**config.mk**
```make
export PLATFORM = sky130hd
export DESIGN_NAME = sub_64_pipe
export DESIGN_NICKNAME = d
export VERILOG_FILES = /design/src/rtl/sub_pkg.sv /design/src/rtl/cla_16.sv /design/src/rtl/sub_64_pipe.sv
export SDC_FILE = /design/constraint.sdc
export NUM_CORES = 1
export LEC_CHECK = 0
export BUFFER_PORTS_ARGS = -buffer_cell sky130_fd_sc_hd__buf_2
export CORE_ASPECT_RATIO = 0.9
export CORE_MARGIN = 2
export CORE_UTILIZATION = 55
export DETAILED_ROUTE_END_ITERATION = 10
export GPL_ROUTABILITY_DRIVEN = 0
export HOLD_SLACK_MARGIN = 0.06
export PLACE_DENSITY = 0.76
export SLEW_MARGIN = 25
export SYNTH_ARGS = -nofsm -noshare
export SYNTH_HDL_FRONTEND = slang
export SYNTH_SLANG_ARGS = --single-unit
```
**constraint.sdc**
```tcl
create_clock -name clk -period 34.7 [get_ports clk]
set_input_delay 6.94 -clock clk [delete_from_list [all_inputs] [get_ports clk]]
set_output_delay 6.94 -clock clk [all_outputs]
set_load 0.005 [all_outputs]
```
**src/rtl/sub_pkg.sv**
```systemverilog
// Shared arithmetic constants for the pipelined subtract datapath.
// Later arithmetic blocks reuse these to get the same operand width and slicing.
// No logic here.
package sub_pkg;

  localparam int SUB_WIDTH  = 64;                     // operand width
  localparam int SUB_SLICE  = 16;                     // bits resolved per pipeline stage
  localparam int SUB_STAGES = SUB_WIDTH / SUB_SLICE;  // pipeline depth (4)

endpackage

```
**src/rtl/cla_16.sv**
```systemverilog
// 16-bit carry-lookahead adder slice: four 4-bit groups with a lookahead across the groups.
// Purely combinational, zero latency.
// No flow control; the enclosing pipeline registers the result.
module cla_16 (
  input  logic [15:0] a,
  input  logic [15:0] b,
  input  logic        cin,
  output logic [15:0] sum,
  output logic        cout
);

  logic [15:0] g;
  logic [15:0] p;
  logic [3:0]  gg;
  logic [3:0]  gp;
  logic [4:0]  gc;
  logic [15:0] c;

  assign g = a & b;
  assign p = a ^ b;

  // Group generate/propagate for each 4-bit block
  always_comb begin
    gg = '0;
    gp = '0;
    for (int j = 0; j < 4; j++) begin
      gg[j] = g[4*j+3]
            | (p[4*j+3] & g[4*j+2])
            | (p[4*j+3] & p[4*j+2] & g[4*j+1])
            | (p[4*j+3] & p[4*j+2] & p[4*j+1] & g[4*j]);
      gp[j] = &p[4*j +: 4];
    end
  end

  // Second-level lookahead: carry into every group directly from cin
  assign gc[0] = cin;
  assign gc[1] = gg[0] | (gp[0] & cin);
  assign gc[2] = gg[1] | (gp[1] & gg[0]) | (gp[1] & gp[0] & cin);
  assign gc[3] = gg[2] | (gp[2] & gg[1]) | (gp[2] & gp[1] & gg[0])
               | (gp[2] & gp[1] & gp[0] & cin);
  assign gc[4] = gg[3] | (gp[3] & gg[2]) | (gp[3] & gp[2] & gg[1])
               | (gp[3] & gp[2] & gp[1] & gg[0])
               | (gp[3] & gp[2] & gp[1] & gp[0] & cin);

  // In-group carries, each expanded from its group carry-in
  always_comb begin
    c = '0;
    for (int j = 0; j < 4; j++) begin
      c[4*j]   = gc[j];
      c[4*j+1] = g[4*j] | (p[4*j] & gc[j]);
      c[4*j+2] = g[4*j+1] | (p[4*j+1] & g[4*j]) | (p[4*j+1] & p[4*j] & gc[j]);
      c[4*j+3] = g[4*j+2] | (p[4*j+2] & g[4*j+1]) | (p[4*j+2] & p[4*j+1] & g[4*j])
               | (p[4*j+2] & p[4*j+1] & p[4*j] & gc[j]);
    end
  end

  assign sum  = p ^ c;
  assign cout = gc[4];

endmodule

```
**src/rtl/sub_64_pipe.sv**
```systemverilog
// 64-bit subtractor a - b - bin; one 16-bit CLA slice per stage, with results accumulated low to high.
// Latency is 4 cycles from accept to out_valid. Throughput is one beat per cycle.
// Backpressure uses a single global enable (!out_valid || out_ready) that freezes every stage; in_ready equals that enable.
module sub_64_pipe
  import sub_pkg::*;
#(
  parameter int WIDTH = SUB_WIDTH,
  parameter int SLICE = SUB_SLICE
) (
  input  logic             clk,
  input  logic             rst,
  input  logic [WIDTH-1:0] a,
  input  logic [WIDTH-1:0] b,
  input  logic             bin,
  input  logic             in_valid,
  output logic             in_ready,
  output logic [WIDTH-1:0] diff,
  output logic             bout,
  output logic             ovf,
  output logic             out_valid,
  input  logic             out_ready
);

  // Width of the operand bits still unresolved after each stage
  localparam int W1 = WIDTH - SLICE;
  localparam int W2 = WIDTH - 2 * SLICE;
  localparam int W3 = WIDTH - 3 * SLICE;

  logic                  en;
  logic [SUB_STAGES-1:0] vld;

  // Slice outputs; stage 0 works straight off the input port
  logic [SLICE-1:0] s0, s1, s2, s3;
  logic             c0, c1, c2, c3;

  // Inter-stage registers: carry, finished low diff bits, remaining a and ~b bits
  logic               cy1_q, cy2_q, cy3_q;
  logic [SLICE-1:0]   d1_q;
  logic [2*SLICE-1:0] d2_q;
  logic [3*SLICE-1:0] d3_q;
  logic [W1-1:0]      a1_q, nb1_q;
  logic [W2-1:0]      a2_q, nb2_q;
  logic [W3-1:0]      a3_q, nb3_q;

  // A full output register stalls everything, so the input sees the stall the same cycle
  assign en        = !vld[SUB_STAGES-1] || out_ready;
  assign in_ready  = en;
  assign out_valid = vld[SUB_STAGES-1];

  // Subtraction is a + ~b + ~bin; the inverted borrow-in is the first carry
  cla_16 u_slice0 (.a(a[SLICE-1:0]),    .b(~b[SLICE-1:0]),    .cin(~bin),  .sum(s0), .cout(c0));
  cla_16 u_slice1 (.a(a1_q[SLICE-1:0]), .b(nb1_q[SLICE-1:0]), .cin(cy1_q), .sum(s1), .cout(c1));
  cla_16 u_slice2 (.a(a2_q[SLICE-1:0]), .b(nb2_q[SLICE-1:0]), .cin(cy2_q), .sum(s2), .cout(c2));
  cla_16 u_slice3 (.a(a3_q),            .b(nb3_q),            .cin(cy3_q), .sum(s3), .cout(c3));

  // Valid shift register: bubbles travel as zeros, and everything holds when en is low
  always_ff @(posedge clk or posedge rst) begin
    if (rst) begin
      vld <= '0;
    end else if (en) begin
      vld <= {vld[SUB_STAGES-2:0], in_valid};
    end
  end

  // Stage 1 register: result of slice 0 plus the upper operand bits
  always_ff @(posedge clk or posedge rst) begin
    if (rst) begin
      cy1_q <= 1'b0;
      d1_q  <= '0;
      a1_q  <= '0;
      nb1_q <= '0;
    end else if (en) begin
      cy1_q <= c0;
      d1_q  <= s0;
      a1_q  <= a[WIDTH-1:SLICE];
      nb1_q <= ~b[WIDTH-1:SLICE];
    end
  end

  // Stage 2 register: slice 1 result appended above slice 0
  always_ff @(posedge clk or posedge rst) begin
    if (rst) begin
      cy2_q <= 1'b0;
      d2_q  <= '0;
      a2_q  <= '0;
      nb2_q <= '0;
    end else if (en) begin
      cy2_q <= c1;
      d2_q  <= {s1, d1_q};
      a2_q  <= a1_q[W1-1:SLICE];
      nb2_q <= nb1_q[W1-1:SLICE];
    end
  end

  // Stage 3 register: only the top slice of operands remains
  always_ff @(posedge clk or posedge rst) begin
    if (rst) begin
      cy3_q <= 1'b0;
      d3_q  <= '0;
      a3_q  <= '0;
      nb3_q <= '0;
    end else if (en) begin
      cy3_q <= c2;
      d3_q  <= {s2, d2_q};
      a3_q  <= a2_q[W2-1:SLICE];
      nb3_q <= nb2_q[W2-1:SLICE];
    end
  end

  // Output register: full diff, borrow is the inverted final carry, and overflow from the sign bits
  // (a[63] != b[63] is the same as a[63] == ~b[63])
  always_ff @(posedge clk or posedge rst) begin
    if (rst) begin
      diff <= '0;
      bout <= 1'b0;
      ovf  <= 1'b0;
    end else if (en) begin
      diff <= {s3, d3_q};
      bout <= ~c3;
      ovf  <= (a3_q[W3-1] == nb3_q[W3-1]) && (s3[SLICE-1] != a3_q[W3-1]);
    end
  end

endmodule

```
==> flow_metrics.tcl <==
set metrics [dict create \
    arrival_ns 7.88 \
    p_sw_frac 0.361 \
    fmax_mhz 67.5 \
    fin_nets 2141 \
    fin_setup_tns_ns 0 \
    synthesis.instances 1761 \
    rsz0062_at_grt "false" \
    p_sw_w 0.000627 \
    period_share 0.427 \
    post-cts-setup-buffers 0 \
    clockPowerShare 0.232 \
    irDropWorstVdd_v 0.0000780 \
    synth-seq-cells 361 \
    ctsHtreeMaxLevel 2 \
    required_ns 27.76 \
    holdWs_ns 0.458 \
    drcViolationCount 0 \
    grt_pass1_wl_um 52700 \
    p_int_w 0.00111 \
    busiest_layer "met2" \
    ys_types 54 \
    drt-wirelength-per-cell_um 13.5 \
    syn-cell-area_mm2 0.0159 \
    drt_wl_total_um 31300 \
    rows 59 \
    reg2reg_depth 6 \
    timing.final.ws_setup_ns 19.88 \
    drive_above_1_share 0.141 \
    synth_edf_count 0 \
    viasPerCell 5.11 \
    dp_hpwl_um 20200 \
    n_fill_cell 2397 \
    cts_tree "done" \
    crit_path_start_kind "primary input" \
    yosysWarnings 0 \
    met3_usage 0.0368 \
    drt_iter0_drc 687 \
    synth_nets 1974 \
    hold_viol 0 \
    leakage_nw 9.67 \
    grt_pass1_vias 11000 \
    die_h_um 165 \
    min_period_ns 14.82 \
    dr_total_vias 11900 \
    grtUsageMet1 0.308 \
    grt_max_degree 216 \
    worst_slew_margin_rel 0.335 \
    ctsResizeCount 0 \
    fp.dieArea_mm2 0.0303 \
    placed_area_mm2 0.0172 \
    status "finished, final reports clean" \
    cts_buffers 38 \
    grt_use_met2 0.329 \
    die_x_um 183 \
    start_util 0.555 \
    drt_pass1_iterations 5 \
    io_pins 201 \
    cts.clk_slew.worst_paths_ns 0.06 \
    cts.hold.buffers_added 0 \
    final-max-slew-violation-count 0 \
    cap_violations 0 \
    core_area_mm2 0.0287 \
    setup-violations-final 0 \
    end_kind "output pin" \
    worst_clock_skew_ns 0.0111 \
    worst_pin_slew_ns 0.998 \
    crit_path_max_fanout 127 \
    syn_to_final_growth_pct 15.8 \
    clk_latency_ns 0.51 \
    cts_sinks 361 \
    final_cell_count_no_fill 2321 \
    combPwrFrac 0.358 \
    synth-main-ff-cell "dfrtp_1" \
    syn-mean-instance-area_um2 9.04 \
    dp.cells 2254 \
    seqPwrFrac 0.410 \
    min_path_type "flip-flop to flip-flop" \
    antenna_found_initial 2 \
    grt_use_total 0.211 \
    fin_area_mm2 0.0184 \
    cts-root-buf "clkbuf_16" \
    ant_nets 0 \
    power_density_mw_per_mm2 94.2 \
    critPathKind "primary input to output pin" \
    ys_async_sr_fraction 1.00 \
    post-place-ws_ns 19.91 \
    grt.overflow.total 0 \
    cts_buffer_depth 3 \
    port_buffers 200 \
    whs_path_depth 2 \
    seq_area_frac_synth 0.567 \
]
-- path summary, 6_finish.rpt --
kind | start | end | slack, ns
setup / recovery | out_ready | in_ready | 19.88
hold / removal | diff[32]$_DFFE_PP0P_ | diff[32]$_DFFE_PP0P_ | 0.46
setup reg to reg | vld[3]$_DFFE_PP0P_ | a1_q[30]$_DFFE_PP0P_ | 31.65
hold reg to reg | diff[32]$_DFFE_PP0P_ | diff[32]$_DFFE_PP0P_ | 0.46
max in group asynchronous | rst | d3_q[8]$_DFFE_PP0P_ | 26.86
min in group asynchronous | rst | diff[18]$_DFFE_PP0P_ | 6.52
-- synthesized netlist by cell type (all sizes together), types with 4 or more instances --
cell type / number / share of area
nand2: 797 / 0.19
dfrtp: 361 / 0.57
a21oi: 101 / 0.032
nor2: 88 / 0.021
clkbuf: 68 / 0.016
ha: 64 / 0.050
inv: 43 / 0.010
o21ai: 37 / 0.012
nor3: 18 / 0.0057
a21o: 16 / 0.0075
fa: 16 / 0.020
xnor2: 15 / 0.0082
buf: 13 / 0.0031
o31ai: 13 / 0.0061
xor2: 13 / 0.0071
o21a: 9 / 0.0042
nand3: 8 / 0.0025
o211ai: 8 / 0.0038
a211oi: 7 / 0.0033
a31oi: 6 / 0.0027
nor2b: 5 / 0.0020
a21boi: 4 / 0.0019
nand2b: 4 / 0.0016
nand4: 4 / 0.0016
o21ba: 4 / 0.0029
-- worst max-delay path: stages --
cell,delay (ns)
buf_2,0.11
nor2b_4,0.06
inv_8,0.43
buf_2,0.23
-- through the flow --
step                      utilization  power [W]
after global routing            0.642    0.00189
final                           0.642    0.00174
after CTS                       0.641    0.00176
after detailed placement        0.598    0.00134
after floorplan                     -    0.00117
after global placement          0.598    0.00131
-- power groups by stage --
stage,clock (W),combinational [W],sequential (W)
floorplan,0,0.000468,0.000698
global placement,0,0.000600,0.000713
detailed placement,0,0.000626,0.000719
CTS,0.000413,0.000631,0.000713
global route,0.000430,0.000723,0.000735
finish,0.000403,0.000623,0.000712
-- layout by cell type (no fill, tap or decap), types with 4 or more instances in the layout --
| cell | synthesis | routed |
|---|---|---|
| nand2_1 | 797 | 797 |
| dfrtp_1 | 361 | 361 |
| buf_2 | 0 | 200 |
| a21oi_1 | 99 | 99 |
| nor2_1 | 88 | 88 |
| ha_1 | 64 | 64 |
| inv_1 | 42 | 41 |
| clkbuf_16 | 0 | 41 |
| o21ai_0 | 36 | 36 |
| nor3_1 | 18 | 18 |
| a21o_1 | 16 | 16 |
| fa_1 | 16 | 16 |
| xnor2_1 | 15 | 15 |
| xor2_1 | 13 | 13 |
| o31ai_1 | 13 | 13 |
| clkbuf_1 | 68 | 13 |
| o21a_1 | 9 | 9 |
| o211ai_1 | 8 | 8 |
| nand3_1 | 8 | 8 |
| a211oi_1 | 7 | 7 |
| clkbuf_8 | 0 | 7 |
| a31oi_1 | 5 | 5 |
| a21boi_0 | 4 | 4 |
| nand4_1 | 4 | 4 |
| nand2b_1 | 4 | 4 |
| nor2b_1 | 5 | 4 |
| buf_4 | 0 | 4 |
-- metal layers --
metal,wire (um),up-vias
met3,1570,48
met2,14200,246
met4,763,0
met1,14700,5586
met5,0,-
li1,-,5987
-- kinds of logic (layout without fill, tap and decap cells) --
| family | count (synthesis) | after routing | share of synthesized area |
|---|---|---|---|
| XOR/XNOR | 28 | 28 | 0.0154 |
| multiplexers | 1 | 1 | 0.000629 |
| AO/OA/AOI/OAI | 224 | 224 | 0.0867 |
| buffers and inverters | 124 | 316 | 0.0292 |
| AND/OR/NAND/NOR | 943 | 943 | 0.230 |
| other | 0 | 2 | 0 |
| flip-flops | 361 | 361 | 0.567 |
| adder cells (fa/ha/maj) | 80 | 80 | 0.0704 |
-- layout make-up --
| cell class | instances | area (um^2) | area share |
|---|---|---|---|
| diodes | 2 | 5.00 | 0.000271 |
| repair buffers | 208 | 1080 | 0.0588 |
| flip-flops and latches | 361 | 9030 | 0.490 |
| clock buffers | 61 | 1170 | 0.0635 |
| inverters | 43 | 181 | 0.00984 |
| multi-input cells | 1276 | 6430 | 0.349 |
| clock inverters | 4 | 72.6 | 0.00394 |
| well taps | 366 | 458 | 0.0248 |
-- flip-flops by register name (all words and copies together), names as in the netlist, 16 cells and up --
signal,cells
a2_q,32
a3_q,16
d3_q,48
diff,64
nb2_q,32
d1_q,16
a1_q,48
nb3_q,16
nb1_q,48
d2_q,32
No activity file was read; power rests on OpenSTA's default activity.
